<file path="src/rtl/glyph_row_serializer.sv">
// rtl/glyph_row_serializer.sv - glyph ROM row fetch with scaled/inverted pixel serializer
module glyph_row_serializer #(
  parameter int GLYPH_W    = 16,
  parameter int GLYPH_H    = 16,
  parameter int NUM_GLYPHS = 16,
  parameter int IDX_W      = 4,
  parameter int ROW_W      = 4,
  parameter logic [NUM_GLYPHS*GLYPH_H*GLYPH_W-1:0] FONT = '0
) (
  input  logic             clk,
  input  logic             rst_n,
  input  logic             req_valid,
  output logic             req_ready,
  input  logic [IDX_W-1:0] req_glyph,
  input  logic [ROW_W-1:0] req_row,
  input  logic [1:0]       req_scale,
  input  logic             req_invert,
  output logic             px_valid,
  input  logic             px_ready,
  output logic             px_on,
  output logic             px_last,
  output logic             busy
);

  localparam int DEPTH = NUM_GLYPHS * GLYPH_H;
  localparam int AW    = (DEPTH > 1) ? $clog2(DEPTH) : 1;
  localparam int CW    = (GLYPH_W > 1) ? $clog2(GLYPH_W) : 1;

  typedef enum logic [1:0] {IDLE, FETCH, LOAD, SHIFT} state_t;

  state_t             state, state_nx;
  logic [IDX_W-1:0]   glyph_q;
  logic [ROW_W-1:0]   row_q;
  logic [1:0]         scale_q;
  logic               invert_q;
  logic [GLYPH_W-1:0] rom_q;
  logic [GLYPH_W-1:0] shreg;
  logic [CW-1:0]      bit_cnt;
  logic [1:0]         rep_cnt;
  logic               in_range;
  logic [AW-1:0]      addr;
  logic [GLYPH_W-1:0] rom [DEPTH];

  // Glyph 0 row 0 sits in the MSBs of FONT, so word i counts down from the top.
  for (genvar i = 0; i < DEPTH; i++) begin : g_rom
    assign rom[i] = FONT[(DEPTH-1-i)*GLYPH_W +: GLYPH_W];
  end

  assign in_range = (int'(glyph_q) < NUM_GLYPHS) && (int'(row_q) < GLYPH_H);
  assign addr     = AW'(int'(glyph_q) * GLYPH_H + int'(row_q));

  always_ff @(posedge clk or negedge rst_n) begin
    if (!rst_n) begin
      state <= IDLE;
    end else begin
      state <= state_nx;
    end
  end

  always_comb begin
    state_nx  = state;
    req_ready = 1'b0;
    busy      = 1'b1;
    px_valid  = 1'b0;
    px_on     = 1'b0;
    px_last   = 1'b0;
    case (state)
      IDLE: begin
        req_ready = 1'b1;
        busy      = 1'b0;
        if (req_valid) state_nx = FETCH;
      end
      FETCH: state_nx = LOAD;
      LOAD:  state_nx = SHIFT;
      SHIFT: begin
        px_valid = 1'b1;
        px_on    = shreg[GLYPH_W-1] ^ invert_q;
        px_last  = (bit_cnt == '0) && (rep_cnt == 2'd0);
        if (px_ready && px_last) state_nx = IDLE;
      end
      default: state_nx = IDLE;
    endcase
  end

  always_ff @(posedge clk or negedge rst_n) begin
    if (!rst_n) begin
      glyph_q  <= '0;
      row_q    <= '0;
      scale_q  <= '0;
      invert_q <= 1'b0;
      rom_q    <= '0;
      shreg    <= '0;
      bit_cnt  <= '0;
      rep_cnt  <= '0;
    end else begin
      case (state)
        IDLE: begin
          if (req_valid) begin
            glyph_q  <= req_glyph;
            row_q    <= req_row;
            scale_q  <= req_scale;
            invert_q <= req_invert;
          end
        end
        FETCH: rom_q <= in_range ? rom[addr] : '0;
        LOAD: begin
          shreg   <= rom_q;
          bit_cnt <= CW'(GLYPH_W - 1);
          rep_cnt <= scale_q;
        end
        SHIFT: begin
          // Each pixel is held for scale+1 accepted beats before the register shifts.
          if (px_ready) begin
            if (rep_cnt != 2'd0) begin
              rep_cnt <= rep_cnt - 2'd1;
            end else begin
              rep_cnt <= scale_q;
              shreg   <= shreg << 1;
              bit_cnt <= bit_cnt - CW'(1);
            end
          end
        end
        default: ;
      endcase
    end
  end

endmodule
</file>
<file path="config.mk">
export PLATFORM = sky130hd
export DESIGN_NAME = glyph_row_serializer
export DESIGN_NICKNAME = d
export VERILOG_FILES = /design/src/rtl/glyph_row_serializer.sv
export SDC_FILE = /design/constraint.sdc
export NUM_CORES = 1
export LEC_CHECK = 0
export BUFFER_PORTS_ARGS = -buffer_cell sky130_fd_sc_hd__buf_2
export CAP_MARGIN = 20
export CORE_MARGIN = 1.5
export CORE_UTILIZATION = 48
export DETAILED_ROUTE_END_ITERATION = 8
export PLACE_DENSITY_LB_ADDON = 0.08
export SLEW_MARGIN = 20
export SYNTH_ARGS = -nofsm -noshare
export SYNTH_HDL_FRONTEND = slang
export SYNTH_SLANG_ARGS = --single-unit
</file>
<file path="constraint.sdc">
create_clock -name clk -period 1.75 [get_ports clk]
set_input_delay 0.0875 -clock clk [delete_from_list [all_inputs] [get_ports clk]]
set_output_delay 0.0875 -clock clk [all_outputs]
set_load 0.1 [all_outputs]
</file>
==> results of run 1 <==
metrics by stage:
step / worst slack (ns) / area [um2] / util (%)
after global placement: 0.169 / 783 / 61.0
after floorplan: -0.353 / 684 / -
after global routing: 0.0116 / 821 / 63.9
after CTS: 0.0638 / 821 / 63.9
after detailed placement: 0.119 / 783 / 61.0
final: 0.0892 / 821 / 63.9
cell type report:
cell class	count	area, um2
flip-flops and latches	11	275
well taps	15	18.8
clock buffers	3	22.5
repair buffers	12	95.1
multi-input cells	43	382
fillers	106	464
inverters	5	22.5
clock inverters	1	5.00
synth_stat cells:
cell and count:
mux2_4 1, a21oi_1 2, xor2_1 2, and3_2 1, nor3_1 3, a31oi_1 3
nor2_1 2, and2_1 1, o32ai_1 1, mux2i_1 1, nor3b_2 1, nor2b_1 2
buf_2 1, nor3b_1 1, o21ai_1 2, a211oi_1 1, dfrtp_1 11, nand3_1 1
inv_1 5, nand2b_1 3, o2bb2ai_2 1, ha_1 6, mux2_2 4, nand2_1 3
and4bb_4 1
worst max-delay path: cells and delay by family (launching register included):
family / cells / cell delay, ns
fa+ha+maj: 1 / 0.38
flops: 1 / 0.43
buf+inv: 1 / 0.48
sequential cells by signal, summed over array words and instances, names as in the netlist:
signal    flops
bit_cnt       4
rep_cnt       2
scale_q       2
state         2
invert_q      1
path summary, 6_finish.rpt:
check	endpoint	depth (start not counted)	slack, ns
max	px_valid	2	0.09
min	invert_q$_DFFE_PN0P_	2	0.04
max reg2reg	state[1]$_DFFE_PN0P_	6	0.14
min reg2reg	invert_q$_DFFE_PN0P_	1	0.50
max in group asynchronous	state[0]$_DFFE_PN0P_	2	1.34
min in group asynchronous	bit_cnt[3]$_DFFE_PN0P_	2	0.20
per-layer routing:
layer  vias to the layer above  wire [um]  track usage [%]
met5                         -          0                0
met4                         0         12             15.5
met3                         2         44             7.95
met2                         8        615             30.3
met1                       236        552             23.6
li1                        243          -                -
repair_timing:
| item | 4_1_cts | 5_1_grt |
|---|---|---|
| gates resized for setup | 0 | 0 |
| hold endpoints to repair | 11 | 0 |
| hold buffers | 1 | 0 |
power groups by stage:
stage | clock [mW] | combinational, mW | sequential [mW]
after global placement | 0 | 0.977 | 0.444
after CTS | 0.192 | 1.01 | 0.447
after global routing | 0.205 | 1.08 | 0.464
after floorplan | 0 | 0.863 | 0.425
final | 0.181 | 0.999 | 0.446
after detailed placement | 0 | 1.00 | 0.451
kinds of logic after synthesis:
group | after synthesis | share of synthesized area, %
flip-flops | 11 | 42.2
multiplexers | 6 | 10.7
adder cells (fa/ha/maj) | 6 | 11.5
AO/OA/AOI/OAI | 10 | 10.7
XOR/XNOR | 2 | 2.69
AND/OR/NAND/NOR | 19 | 18.4
buffers and inverters | 6 | 3.65
==> results by group, run 1 <==
Clocking
  • Clk root buf: clkbuf_4
  • Post-CTS setup repair buffer count: 0
  • CTS Buf Count: 3
  • Reg clk slew, reported paths: 0.08 ns
  • Skew-Pair Late Insertion Delay: 0.27 ns
  • H-tree level count: 1
  • Clock Path Buffers: 2
  • CTS sink cnt: 11
  • CTS tree: yes

Final layout
  • P&R area growth vs syn: 25.9%
  • Most frequent cells in the layout: 11 x dfrtp_1, 9 x buf_2, 4 x mux2_2, 4 x ha_1
  • Share of cells above drive strength 1: 40.0%
  • Antenna Cells: 0
  • Non-filler cells, final: 90
  • Most common cell after layout, fill and taps aside: dfrtp_1
  • Layout Nets: 97

Synthesis
  • Area share of the largest cell type after synthesis: 42.2%
  • Mapped Nets: 81
  • Unique masters post-synth: 25
  • Area leader, netlist: dfrtp_1
  • Synthesized flop and latch total: 11
  • Syn_area_per_cell: 10.9 um2
  • YS warnings: 0
  • Ranking of synthesized cells by area: dfrtp_1 42%, ha_1 12%, mux2_2 6.9%, a31oi_1 2.9%, inv_1 2.9%
  • Cells after synthesis: 60
  • Cell Area, Synth: 652 um2
  • Post-synthesis sequential area ratio: 42.2%

Power and ir drop
  • Net Sw Frac: 50.5%
  • Net switching power: 0.821 mW
  • Seq pwr share: 27.4%
  • Total power: 1.63 mW
  • Pwr/cell area: 1980 mW/mm2
  • Pint: 0.806 mW
  • Leakage Power: 0.358 nW
  • Clock power frac: 11.1%
  • Combinational power share: 61.4%
  • Peak VDD IR: 1.40 mV

Setup path
  • Peak fanout along the critical path: 13
  • Crit Reg-Reg Startpoint: bit_cnt[0]$_DFFE_PN0P_
  • Element type at the critical path end: output pin
  • CP cell instances: ha_2, buf_2
  • Slowest stage delay, CP: 0.48 ns
  • Critical path launch point: state[1]$_DFFE_PN0P_
  • Worst path required time: 1.66 ns
  • Critical path startpoint category: flip-flop
  • Slowest cell on the critical path: buf_2
  • Critical path class: flip-flop to output pin
  • CP arrival: 1.57 ns

STA
  • Worst slew margin: 67.8%
  • Final Hold Fails: 0
  • Fmax: 602 MHz
  • RSZ-0062 raised after global routing: no
  • TNS Setup: 0 ns
  • Worst-Margin Slew: 0.487 ns
  • Max Slew Vio Count: 0
  • Clock Skews: 0.00297 ns
  • Setup violators final: 0
  • Hold Slack: 0.0371 ns
  • Tcrit/Tclk final: 94.9%
  • Min Tclk post-route: 1.66 ns

Hold path
  • Hold wc startpoint: req_invert
  • HP Class: input port to flip-flop

Global routing
  • Largest net degree at the start of global routing: 14
  • Number of global-route vias before repair: 444
  • First-pass GRT wire length: 1960 um
  • Initial antenna violation count: 0
  • GRT Util Overall: 20.6%
  • Overflow after GRT: 0

Drt
  • ANT nets after route: 0
  • Pre-Repair DR Iteration Count: 4
  • WL/cell: 13.6 um
  • DRT Wirelength: 1230 um
  • Number of remaining DRC errors: 0
  • DR vias/cell: 5.43
  • Iter 0 DRT Violations: 8
  • Vias: 489

Floorplanning
  • Num rows: 13
  • Initial Utilization: 50.7%
  • Core area: 0.00128 mm2
  • Die W: 39.9 um
  • IO Count: 20
  • Total die area: 0.00159 mm2
  • Die Ht: 39.9 um

Placement
  • Routability Congestion: 0.747
  • Port bufs: 11
  • Detailed Place HPWL: 925 um
  • Post-Place Cells: 85

Run
  • Max-cap viol count: 0

Outcome
  • Outcome: completed
(Power assumes the default switching activity.)
==> run 2: changes to the inputs <==
--- a/config.mk
+++ b/config.mk
@@ -10,8 +10,9 @@
 export CORE_MARGIN = 1.5
 export CORE_UTILIZATION = 48
 export DETAILED_ROUTE_END_ITERATION = 8
-export PLACE_DENSITY_LB_ADDON = 0.08
+export PLACE_DENSITY = 0.75
 export SLEW_MARGIN = 20
 export SYNTH_ARGS = -nofsm -noshare
 export SYNTH_HDL_FRONTEND = slang
 export SYNTH_SLANG_ARGS = --single-unit
+export TNS_END_PERCENT = 20
==> run 2 against run 1 <==
Net effect:
- hold slack gained 0.0061 ns
- cell count is the same
- clock power shrank 3%
- design area shrank 1.8%
- die area is the same
- largest cell class unchanged
- sequential power is essentially flat
- first-iteration DRC count shrank 38%
- critical endpoint is now px_on
- critical path depth grew 1
- register-to-register slack gained 0.07 ns
- worst setup slack gained 0.029 ns
==> results by group, run 2 (synthesis gave the netlist of run 1 again) <==
Drt
  • Number of remaining DRC errors: 0
  • Pre-Repair DR Iteration Count: 3
  • Vias: 471
  • ANT nets after route: 0
  • WL/cell: 12.8 um
  • Iter 0 DRT Violations: 5
  • DR vias/cell: 5.23
  • DRT Wirelength: 1150 um

Final layout
  • Share of cells above drive strength 1: 37.3%
  • Most frequent cells in the layout: 11 x dfrtp_1, 9 x buf_2, 4 x mux2_2, 4 x ha_1, 4 x clkbuf_4
  • Largest reg by FF count: bit_cnt
  • Max reg flops: 4
  • Finished Cell Area: 806 um2
  • Antenna Cells: 0
  • P&R area growth vs syn: 23.6%
  • Most common cell after layout, fill and taps aside: dfrtp_1
  • Layout Nets: 97
  • Non-filler cells, final: 90

Setup path
  • Worst path required time: 1.66 ns
  • Peak fanout along the critical path: 13
  • Critical path class: flip-flop to output pin
  • R2R Setup Slk: 0.21 ns
  • CP arrival: 1.54 ns
  • Critical path startpoint category: flip-flop
  • Slowest stage delay, CP: 0.42 ns
  • Slowest cell on the critical path: dfrtp_1
  • Crit-path leading delay family: flip-flops
  • RR Endpoint: state[1]$_DFFE_PN0P_
  • Crit Reg-Reg Startpoint: bit_cnt[0]$_DFFE_PN0P_
  • CP cell instances: ha_2, and2_1, clkbuf_4
  • Element type at the critical path end: output pin
  • Buf/Inv on CP: 1
  • R2R depth: 6

STA
  • Setup ws final: 0.119 ns
  • Fmax: 613 MHz
  • RSZ-0062 raised after global routing: no
  • Clock Skews: 0.00454 ns
  • Hold Slack: 0.0432 ns
  • Max Slew Vio Count: 0
  • Tcrit/Tclk final: 93.2%
  • Min Tclk post-route: 1.63 ns
  • Final Hold Fails: 0
  • Worst slew margin: 67.8%
  • Setup violators final: 0
  • Worst-Margin Slew: 0.486 ns

Global routing
  • First-pass GRT wire length: 1890 um
  • Largest net degree at the start of global routing: 14
  • Initial antenna violation count: 0
  • Overflow after GRT: 0
  • GRT Util Overall: 19.6%
  • Number of global-route vias before repair: 465

Clocking
  • CTS sink cnt: 11
  • Reg clk slew, reported paths: 0.07 ns
  • Skew-Pair Late Insertion Delay: 0.27 ns
  • H-tree level count: 1
  • CTS Buf Count: 3
  • Clock Path Buffers: 2
  • CTS tree: yes
  • Clk root buf: clkbuf_4

Floorplanning
  • Initial Utilization: 50.7%
  • Total die area: 0.00159 mm2
  • Num rows: 13
  • IO Count: 20
  • Core area: 0.00128 mm2
  • Die W: 39.9 um
  • Die Ht: 39.9 um

Hold path
  • HP Class: input port to flip-flop
  • Hold wc startpoint: req_scale[1]
  • Min-Delay Path Depth: 2
  • Min-Delay Endpoint: scale_q[1]$_DFFE_PN0P_

Power and ir drop
  • Leakage Power: 0.351 nW
  • Peak VDD IR: 1.05 mV
  • Pwr/cell area: 1970 mW/mm2

Placement
  • Detailed Place HPWL: 868 um
  • Dpl ws: 0.186 ns
  • Routability Congestion: 0.732
  • Post-Place Cells: 85
  • Port bufs: 11
  • DP Area: 767 um2

Outcome
  • Outcome: completed

Run
  • Max-cap viol count: 0
[run 2: timing repair]
action | in CTS | in global routing
hold endpoints to repair | 11 | 0
hold buffers | 1 | 0
resized for setup | 0 | 1
buffers inserted | 0 | 0
endpoints found under the setup margin | 0 | 1
[run 2: layer usage]
layer  vias up  wire length, um  GRT usage, %
li1        237                -             -
met1       223              484          20.4
met2         7              590          32.8
met3         4               25          1.70
met4         0               52          20.7
met5         -                0             0
[run 2: final cells by class]
cell class / instances / area [um2]
Clock buffer: 4 / 26.3
Fill cell: 114 / 479
Inverter: 5 / 22.5
Multi-Input combinational cell: 43 / 380
Sequential cell: 11 / 275
Tap cell: 15 / 18.8
Timing Repair Buffer: 12 / 82.6
[run 2: how the worst max path moves through the flow]
| stage | start | endpoint | slack [ns] | cells after the start |
|---|---|---|---|---|
| global route | state[1]$_DFFE_PN0P_ | px_on | 0.05 | 3 |
| global placement | bit_cnt[0]$_DFFE_PN0P_ | state[1]$_DFFE_PN0P_ | 0.20 | 6 |
| finish | state[1]$_DFFE_PN0P_ | px_on | 0.12 | 3 |
| floorplan | state[1]$_DFFE_PN0P_ | state[1]$_DFFE_PN0P_ | -0.35 | 5 |
| detailed placement | bit_cnt[0]$_DFFE_PN0P_ | state[1]$_DFFE_PN0P_ | 0.19 | 6 |
| CTS | state[1]$_DFFE_PN0P_ | px_on | 0.01 | 3 |
[run 2: power by group]
group / leakage (nW) / switching (mW) / internal, mW
clock: 0.0150 / 0.0875 / 0.0884
combinational: 0.218 / 0.622 / 0.340
sequential: 0.118 / 0.0945 / 0.354
[run 2: worst register-to-register path, delay by kind of cell (launching register included)]
kind                       cells  cell delay (ns)
DFF                            1             0.41
and+or+nand+nor                2             0.33
muxes                          1             0.29
AOI/OAI and AO/OA              1             0.18
adders and majority gates      1             0.14
buffers and inverters          1             0.09
[run 2: stage by stage]
step | setup TNS, ns | total power [mW] | util (%)
2_1_floorplan | -0.969 | 1.29 | -
3_3_place_gp | 0 | 1.38 | 59.7
3_5_place_dp | 0 | 1.41 | 59.7
4_1_cts | 0 | 1.60 | 62.5
5_1_grt | 0 | 1.69 | 62.7
6_report | 0 | 1.59 | 62.7
